File: src/rtl/precog_gap_predictor.sv
// precog_gap_predictor: finds idle gaps on the receive scanner, which runs
// LATENCY cycles ahead of the output stream, and grants clear_to_send so that
// the grant lands exactly on that gap when it reaches the output side.
// Optional build macro: PRECOG_STATS_EN adds a 16-bit grant_count output.
module precog_gap_predictor #(
    parameter int PAW     = 11,
    parameter int LATENCY = 10
) (
    input  logic           clk,
    input  logic           rst_n,
    input  logic [PAW-1:0] tx_packet_width,
    input  logic           scanner_busy,
    input  logic           request_to_send,
`ifdef PRECOG_STATS_EN
    output logic [15:0]    grant_count,
`endif
    output logic           clear_to_send
);

    // Delay line of granted idle samples; index 0 is the sample taken at the
    // most recent edge, index DL-1 feeds the output register.
    localparam int DL = LATENCY - 1;

    typedef enum logic {
        S_WAIT,
        S_COUNT
    } state_t;

    state_t         state_q;
    logic [PAW-1:0] cnt_q;
    logic [PAW-1:0] w_q;
    logic           pending_q;
    logic           prev_busy_q;
    logic           after_q;
    logic [DL-1:0]  line_q;
    logic [DL-1:0]  line_d;
    logic           clear_to_send_q;

    logic           fresh;
    logic           start;
    logic           commit;
    logic [PAW-1:0] commit_w;

    // Window start / commit decisions for the sample taken at this edge.
    always_comb begin
        fresh    = prev_busy_q | after_q;
        start    = (state_q == S_WAIT) && !scanner_busy && fresh
                   && (pending_q || request_to_send)
                   && (tx_packet_width != '0);
        commit   = 1'b0;
        commit_w = w_q;
        if (state_q == S_COUNT) begin
            // The idle sample at this edge brings the count up to W.
            if (!scanner_busy && ((cnt_q + PAW'(1)) == w_q)) begin
                commit = 1'b1;
            end
        end else if (start && (tx_packet_width == PAW'(1))) begin
            // A one-cycle packet is committed on its very first idle sample.
            commit   = 1'b1;
            commit_w = tx_packet_width;
        end
    end

    // On commit, retroactively mark the last W samples (the whole window)
    // as granted; everything else just shifts toward the output.
    for (genvar gi = 0; gi < DL; gi++) begin : g_line
        logic shifted;
        if (gi == 0) begin : g_head
            assign shifted = 1'b0;
        end else begin : g_body
            assign shifted = line_q[gi-1];
        end
        assign line_d[gi] = shifted | (commit && (PAW'(gi) < commit_w));
    end

    // Window tracker, pending latch, delay line and output register.
    always_ff @(posedge clk or negedge rst_n) begin
        if (!rst_n) begin
            state_q         <= S_WAIT;
            cnt_q           <= '0;
            w_q             <= '0;
            pending_q       <= 1'b0;
            prev_busy_q     <= 1'b0;
            after_q         <= 1'b0;
            line_q          <= '0;
            clear_to_send_q <= 1'b0;
        end else begin
            line_q          <= line_d;
            clear_to_send_q <= line_q[DL-1];
            prev_busy_q     <= scanner_busy;
            after_q         <= commit;
            pending_q       <= commit ? 1'b0 : (pending_q | request_to_send);
            case (state_q)
                S_COUNT: begin
                    // Busy aborts the window; commit closes it.
                    if (scanner_busy || commit) begin
                        state_q <= S_WAIT;
                    end else begin
                        cnt_q <= cnt_q + PAW'(1);
                    end
                end
                default: begin
                    if (start && !commit) begin
                        state_q <= S_COUNT;
                        cnt_q   <= PAW'(1);
                        w_q     <= tx_packet_width;
                    end
                end
            endcase
        end
    end

    assign clear_to_send = clear_to_send_q;

`ifdef PRECOG_STATS_EN
    logic [15:0] grant_count_q;

    // Count committed grants; wraps naturally at 0xFFFF.
    always_ff @(posedge clk or negedge rst_n) begin
        if (!rst_n) begin
            grant_count_q <= '0;
        end else if (commit) begin
            grant_count_q <= grant_count_q + 16'd1;
        end
    end

    assign grant_count = grant_count_q;
`endif

endmodule

File: config.mk
export PLATFORM = sky130hd
export DESIGN_NAME = precog_gap_predictor
export DESIGN_NICKNAME = d
export VERILOG_FILES = /design/src/rtl/precog_gap_predictor.sv
export SDC_FILE = /design/constraint.sdc
export NUM_CORES = 1
export LEC_CHECK = 0
export BUFFER_PORTS_ARGS = -buffer_cell sky130_fd_sc_hd__buf_2
export CAP_MARGIN = 5
export CORE_ASPECT_RATIO = 1.4
export CORE_MARGIN = 3
export CORE_UTILIZATION = 56
export CTS_BUF_LIST = sky130_fd_sc_hd__clkbuf_8
export DETAILED_ROUTE_END_ITERATION = 8
export PLACE_DENSITY = 0.78
export SLEW_MARGIN = 20
export SYNTH_ARGS = -nofsm -noshare
export SYNTH_HDL_FRONTEND = slang
export SYNTH_SLANG_ARGS = --single-unit
File: constraint.sdc
create_clock -name clk -period 2.2 [get_ports clk]
set_input_delay 0.22 -clock clk [delete_from_list [all_inputs] [get_ports clk]]
set_output_delay 0.22 -clock clk [all_outputs]
set_load 0.01 [all_outputs]
After elaboration in Yosys (flattened, before gate mapping)
Cells that the tools add are included.
{ "classes": {"order_cmp": 9, "n_reduce_logical": 24, "n_bitwise": 11, "add_sub_neg": 1, "eq_ne": 3, "n_mux": 12} }
{ "op_table": {"columns": ["operator", "n"], "rows": [
  ["2-to-1 mux 11 bit", 5],
  ["< comparator 3 x 11 -> 1 bit, first input constant", 4],
  ["< comparator 1 x 11 -> 1 bit, first input constant", 2],
  ["< comparator 2 x 11 -> 1 bit, first input constant", 2],
  ["logical AND 1 bit", 16],
  ["adder 11 x 1 -> 11 bit, second input constant", 1],
  ["== test 11 x 1 -> 1 bit, second input constant", 1],
  ["== test 11 bit", 1],
  ["< comparator 4 x 11 -> 1 bit, first input constant", 1],
  ["nonzero test 11 bit", 1],
  ["bitwise OR 1 bit", 10],
  ["2-to-1 mux 1 bit", 7],
  ["AND reduction 2 bit", 2],
  ["zero test 1 bit", 2],
  ["logical OR 1 bit", 2],
  ["!= test 2 bit, second input constant", 1],
  ["nonzero test 2 bit", 1],
  ["NOT 1 bit", 1]
]} }
{ "word_totals": {"elab_cells": 68, "input_bits": 15, "register_bits": 36} }

Depth between registers and ports, before layout
Gate-level depths: netlist (run 1).
{ "depth": {"ltp_word": 12, "depth_mapped": 10, "depth_no_buf": 8} }

Worst setup path after synthesis (run 1)
OpenSTA, ideal clock, no wires.
{ "synth_timing": {"path_kind": "reg2reg", "startpoint": "reg cnt_q[0]", "endpoint": "reg cnt_q[6]", "slack_ps": -118, "t_required_ps": 2074, "synth_period_minus_slack_ps": 2318, "setup_ps": 126, "arrival_ps": 2192, "path_stages_with_launch": 10, "cell_sequence": "dfrtp_1 -> ha_1 -> and3_1 -> buf_6 -> xnor2_1 -> nor4b_2 -> o2111a_2 -> a32oi_4 -> nor4b_4 -> a311o_1"} }
{ "synth_between": {"elab_chain_cells": 9, "elab_cells_between_ends": 13} }
{ "synth_rtl": {"columns": ["item", "line_no", "source"], "rows": [
  ["from (decl)", "30", "logic [PAW-1:0] cnt_q;"],
  ["from (signal assigned)", "99", "cnt_q <= cnt_q + PAW'(1);"],
  ["adder 11 x 1 -> 11 bit (*)", "54, 99", null],
  ["== test 11 bit", "54", "if (!scanner_busy && ((cnt_q + PAW'(1)) == w_q)) begin"],
  ["logical AND 1 bit", "54", null],
  ["2-to-1 mux 1 bit", "54", null],
  ["2-to-1 mux 1 bit", "52", "if (state_q == S_COUNT) begin"],
  ["zero test 1 bit", "103", "if (start && !commit) begin"],
  ["logical AND 1 bit", "103", null],
  ["nonzero test 2 bit (no line)", null, null],
  ["AND reduction 2 bit (no line)", null, null]
]} }
Every way passes the cells marked *; elsewhere a longest branch is shown, timed or not. The select of a mux whose other input is x is not followed.
A chain may end at the register's enable or synchronous reset.

Worst setup path in the final report (run 1)
Same ends and word-level chain as after synthesis.

==> results.md, run 1 <==
* Outcome: complete, but fails checks
* Failing checks: setup timing
* Worst EP required at 2.37 ns
* Synth Area in Compound Gates at 0.154
* Yosys warns at 0
* Post-synthesis xor/xnor area fraction at 0.0668
* Crit path time final at 2.55 ns
* CTS tree: done
* Non-Filler Instances at 294
* Slowest-stage cell, CP: dfrtp_1
* Total Power at 2.43 mW
* Top Ports at 16
* Syn nets at 211
* Final HPWL DP at 3.23 mm
* Final Cell Area at 0.00272 mm²
* Worst skew pair latency at 0.29 ns
* Final cell utilization of the core at 0.838
* Post-Synth Simple-Gate Area at 0.240
* Clk_skew at 0.00698 ns
* GRT Total Usage at 0.270
* Drt drc at 0
* CORE AREA at 0.00324 mm²
* Total CTS buffers at 5
* Synth top cells by count: dfrtp_1 (36), nand2_1 (36), xnor2_1 (13), nand3_1 (11), nor2_1 (7)
* Placed cell area at 0.00226 mm²
* R2r setup slk at -0.35 ns
* Cells after synthesis at 195
* Worst reg2reg path depth at 10
* Maximum root-to-sink buffer count at 2
* Worst slew pin tran at 0.805 ns
* Hold Vio Cnt, Final at 0
* CP Capture Type: register
* Syn_area_per_cell at 10.1 µm²
* Antenna violations before repair at 0
* Synth Cell Area at 0.00197 mm²
* Global route overflow at 0
* Most used cell, CP: buf_4
* Reg2Reg Capture Point: cnt_q[6]
* DP Cell Count at 265
* Final nets at 270
* H-tree lvl count at 2
* CP bufs+invs at 3
* VDD IR max at 0.747 mV
* Arr. time, crit path at 2.72 ns
* Final Setup Violations at 17
* ANT cells at 0
* Slew HR at 0.463
* Pins over their slew limit at 0
* Largest family of logic cells by synthesized area: simple AND/OR/NAND/NOR gates
* Die width at 56.1 µm
* Initial Utilization at 0.606
* Avg WL per Cell at 20.4 µm
* Netlist cell types at 46
* Register area share after synthesis at 0.458
* Multiplexer share of the synthesized area at 0.0280
* Adder-cell share of the synthesized area at 0.00637
* Critical Path Start: cnt_q[0]
* Post-synth top area share at 0.458
* Area grow syn2layout at 38.3%
* Largest net degree at the start of global routing at 37
* Critical Path Fanout Max at 7
* CP Class: reg2reg
* First-pass DRT Iterations at 4
* Row cnt at 24
* Ys async rst share at 1.00
* Clk sink count at 36
* Critical path depth at 10
* Synth top area cells: dfrtp_1 (46%), nand2_1 (6.9%), xnor2_1 (5.8%)
* WL final at 5.99 mm
* Global-route wire length before repair at 8.91 mm
* Fillers at 171
* CP delay by family, top: compound AO/OA/AOI/OAI gates
* Max Freq at 392 MHz
* Max incr delay on CP at 0.42 ns
* Leakage Power at 1.25 nW
* Worst Setup EP: cnt_q[6]
* Drt via density at 6.21
* DRT antenna net count at 0
* Clk pin slew, worst setup/hold paths at 0.07 ns
* Number of port buffers at 15
* Root buf cell: clkbuf_8
* Share of cells above drive strength 1 at 0.404
* Reg-to-Reg Start: cnt_q[0]
* Final GP Congestion at 0.873
* Startpoint types: register
* #FFs+latches synth at 36
* Max-cap check violation count at 0
* Final Cycle Share at 1.16
* Prevailing post-synth register cell: dfrtp_1
* Hold/Removal Path Class: in2async
* Drt initial violations at 147
* Worst-path cell chain: buf_4, buf_4, xnor2_1, nor3_1, nor4b_2, o2111a_2, a32oi_4, buf_12, nor4b_4, a311o_1
* RSZ-0062 raised after global routing: true
* Pwr/cell area at 894 mW/mm²
* Die Height at 76.1 µm
* Final worst setup slack at -0.350 ns
* Number of global-route vias before repair at 1,854
* EDFF count, synth at 0
* Die Area at 0.00427 mm²
* Yosys top cell by area: dfrtp_1
* Hold slack at 0.0158 ns
* Routed vias at 1,825
placed cells by master, fill, tap and decap left out, types with 5 or more instances in the layout:
cell	instances
nor2_1	7
nand2_1	35
nand2b_1	5
buf_4	42
dfrtp_1	35
xnor2_1	11
nand3_1	7
o21bai_1	6
buf_2	15
clkbuf_8	7
inv_1	6
routing by layer:
metal | GRT usage | vias to the layer above | wire length (µm)
li1 | - | 814 | -
met1 | 0.306 | 896 | 2150
met2 | 0.461 | 88 | 3130
met3 | 0.0576 | 27 | 372
met4 | 0.150 | 0 | 329
met5 | 0 | - | 0
registers in the layout, summed over array words and instances (netlist names):
signal	flops
after_q	1
clear_to_send	1
cnt_q	11
line_q	9
pending_q	1
prev_busy_q	1
state_q	1
w_q	11
cell type report:
cell class	count	area, µm²	share of cell area
sequential	36	902	0.332
tap	39	48.8	0.0180
inverter	6	22.5	0.00829
clock inverter	1	30.0	0.0110
multi-input combinational	142	1130	0.415
clock buffer	7	96.3	0.0355
timing repair buffer	63	489	0.180
worst reg2reg max path: stages, from the launching register on:
cell and delay [ns]:
dfrtp_1 0.42, buf_4 0.15, buf_4 0.13, xnor2_1 0.14
nor3_1 0.19, nor4b_2 0.34, o2111a_2 0.33, a32oi_4 0.16
buf_12 0.18, nor4b_4 0.13, a311o_1 0.27
per-stage QoR:
stage	worst slack (ns)	TNS [ns]
floorplan	-0.0153	-0.0396
global placement	-0.00866	-0.00866
detailed placement	-0.175	-0.292
CTS	-0.146	-1.07
global route	-0.401	-4.63
finish	-0.350	-3.34
where the power goes:
part / leakage, nW / internal (mW) / switching, mW
Sequential: 0.464 / 0.760 / 0.112
Clock: 0.0645 / 0.400 / 0.230
Combinational: 0.723 / 0.437 / 0.492
Total: 1.25 / 1.60 / 0.834
worst min-delay path by stage:
stage / start / to / slack (ns) / cells after the start
after floorplan: rst_n / after_q / -0.08 / 0
after global placement: rst_n / cnt_q[9] / 0.33 / 1
after detailed placement: rst_n / cnt_q[8] / 0.34 / 1
after CTS: rst_n / cnt_q[8] / 0.03 / 1
after global routing: rst_n / state_q / 0.06 / 1
final: rst_n / cnt_q[8] / 0.02 / 1
repair_timing:
| item | 4_1_cts | 5_1_grt |
|---|---|---|
| pin swaps | 4 | 9 |
| cloned | 1 | 0 |
| setup buffers | 15 | 9 |
| setup endpoints to repair | 14 | 21 |
| resized for setup | 4 | 24 |
| hold buffers | 0 | 0 |
cell families (layout without fill, tap and decap cells):
family / after synthesis / in the layout
buffers and inverters: 17 / 77
AO/OA/AOI/OAI: 34 / 34
multiplexers: 5 / 5
adder cells (fa/ha/maj): 1 / 1
XOR/XNOR: 15 / 15
flip-flops: 36 / 36
AND/OR/NAND/NOR: 87 / 87
Note: power is estimated with default switching activity, not from simulation.
==> run 2: changes to the inputs <==
Settings changed: BUFFER_PORTS_ARGS -buffer_cell sky130_fd_sc_hd__buf_2 to not set, CORE_UTILIZATION 56 to 59, DONT_BUFFER_PORTS set to 1, TNS_END_PERCENT set to 30.
==> run 2 against run 1 <==
Register-to-register slack improved by 0.30 ns. Worst setup slack improved by 0.30 ns. Highest routed layer unchanged. Sequential power increased by 0.7%. Sequential share of layout area increased by 3.9 points. Die area decreased by 4.6%. The run still ends with setup timing left. Critical path type unchanged. Via count decreased by 10%. Core utilization decreased by 6.6 points.
==> results.md, run 2 (synthesis gave the netlist of run 1 again) <==
* Non-Filler Instances at 270
* GR peak layer: met2
* Avg WL per Cell at 17.1 µm
* DRT antenna net count at 0
* Die Height at 74.3 µm
* Worst EP required at 2.39 ns
* CORE AREA at 0.00315 mm²
* Most frequent cells in the layout: nand2_1 (35), dfrtp_1 (35), buf_4 (32)
* Arr. time, crit path at 2.43 ns
* Worst Setup EP: cnt_q[7]
* Final Setup Violations at 5
* Antenna violations before repair at 0
* Die width at 54.8 µm
* Global route overflow at 0
* Clk_skew at 0.00242 ns
* VDD IR max at 0.580 mV
* CP Capture Type: register
* Top flop regs: cnt_q (11), w_q (11), line_q (9)
* Sequential cell area at 902 µm²
* Row cnt at 24
* Clk pin slew, worst setup/hold paths at 0.07 ns
* Max Freq at 445 MHz
* Pins over their slew limit at 0
* Final worst setup slack at -0.0470 ns
* Final Cycle Share at 1.02
* Clk sink count at 36
* Final nets at 246
* Final GP Congestion at 0.958
* Outcome: complete, but fails checks
* Area grow syn2layout at 23.8%
* Share of cells above drive strength 1 at 0.307
* Hold Vio Cnt, Final at 0
* Hold slack at 0.0350 ns
* Slew HR at 0.754
* Cell count of the worst hold path at 2
* Leakage Power at 1.09 nW
* M2 GR Usage at 0.457
* Number of global-route vias before repair at 1,688
* First-pass DRT Iterations at 4
* Failing checks: setup timing
* Reg2Reg Capture Point: cnt_q[7]
* GRT met1 Usage at 0.310
* Drt drc at 0
* H-tree lvl count at 2
* CTS tree: done
* Critical Path Start: cnt_q[1]
* Worst reg2reg path depth at 12
* Reg-to-Reg Start: cnt_q[1]
* Placement Setup Slack at -0.0921 ns
* Pwr/cell area at 843 mW/mm²
* Global-route wire length before repair at 7.62 mm
* Initial Utilization at 0.623
* R2r setup slk at -0.05 ns
* Footprint of the multi-input gates at 0.00105 mm²
* Startpoint types: register
* Root buf cell: clkbuf_8
* Die Area at 0.00407 mm²
* Hold/Removal Path Class: in2reg
* ANT cells at 0
* RSZ-0062 raised after global routing: true
* Final HPWL DP at 3.20 mm
* Largest net degree at the start of global routing at 37
* CP Class: reg2reg
* Fillers at 194
* Number of port buffers at 0
* Maximum root-to-sink buffer count at 2
* Top Ports at 16
* Max-cap check violation count at 0
* DP Cell Count at 249
* GRT Total Usage at 0.268
* Critical Path Fanout Max at 3
* Worst slew pin tran at 0.366 ns
* Total CTS buffers at 5
* Drt initial violations at 51
* Met3 Use GR at 0.0621
* Crit path time final at 2.25 ns
* WL final at 4.61 mm
* Drt via density at 6.09
* Routed vias at 1,643
* Worst skew pair latency at 0.29 ns
==> run 2: per-layer routing <==
layer,share of wire,vias to the layer above
li1,-,766
met1,0.40,818
met2,0.53,47
met3,0.046,12
met4,0.025,0
met5,0,-
==> run 2: how the worst min path moves through the flow <==
stage | startpoint | end
floorplan | rst_n | after_q
CTS | tx_packet_width[5] | w_q[5]
finish | tx_packet_width[4] | w_q[4]
global placement | rst_n | cnt_q[5]
global route | tx_packet_width[5] | w_q[5]
detailed placement | rst_n | cnt_q[5]
==> run 2: what timing repair did <==
item                                   4_1_cts  5_1_grt
buffers inserted                             8        2
gates resized for setup                     10        6
pin swaps                                    6       10
setup endpoints to repair                   11       13
endpoints found under the hold margin       37        0
hold buffers                                 3        0
==> run 2: layout make-up <==
type / instances / share of cell area
inverter: 6 / 0.00925
timing repair buffer: 39 / 0.134
multi-input combinational: 142 / 0.431
clock inverter: 3 / 0.00668
tap: 39 / 0.0201
sequential: 36 / 0.371
clock buffer: 5 / 0.0283
==> run 2: worst max-delay path, cell delays in order (launching register included) <==
cell	delay [ns]
dfrtp_2	0.41
buf_6	0.11
and3_4	0.18
nand4_1	0.14
buf_4	0.18
buf_4	0.13
buf_4	0.12
buf_4	0.12
buf_4	0.12
buf_4	0.12
buf_4	0.12
buf_4	0.13
o311ai_1	0.27
==> run 2: power breakdown <==
group	total (mW)	switching (mW)	leakage (nW)	internal (mW)
sequential	0.878	0.117	0.465	0.762
clock	0.448	0.231	0.0507	0.216
combinational	0.725	0.371	0.579	0.353
total	2.05	0.719	1.09	1.33
==> run 2: stage by stage <==
| stage | TNS (ns) | utilization | power [mW] | instance area (µm²) |
|---|---|---|---|---|
| 3_5_place_dp | -0.527 | 0.687 | 1.51 | 2170 |
| 2_1_floorplan | -0.0396 | - | 1.31 | 1990 |
| 3_3_place_gp | -0.146 | 0.687 | 1.48 | 2170 |
| 4_1_cts | -0.157 | 0.760 | 2.03 | 2400 |
| 5_1_grt | -0.987 | 0.772 | 2.16 | 2430 |
| 6_report | -0.106 | 0.772 | 2.05 | 2430 |
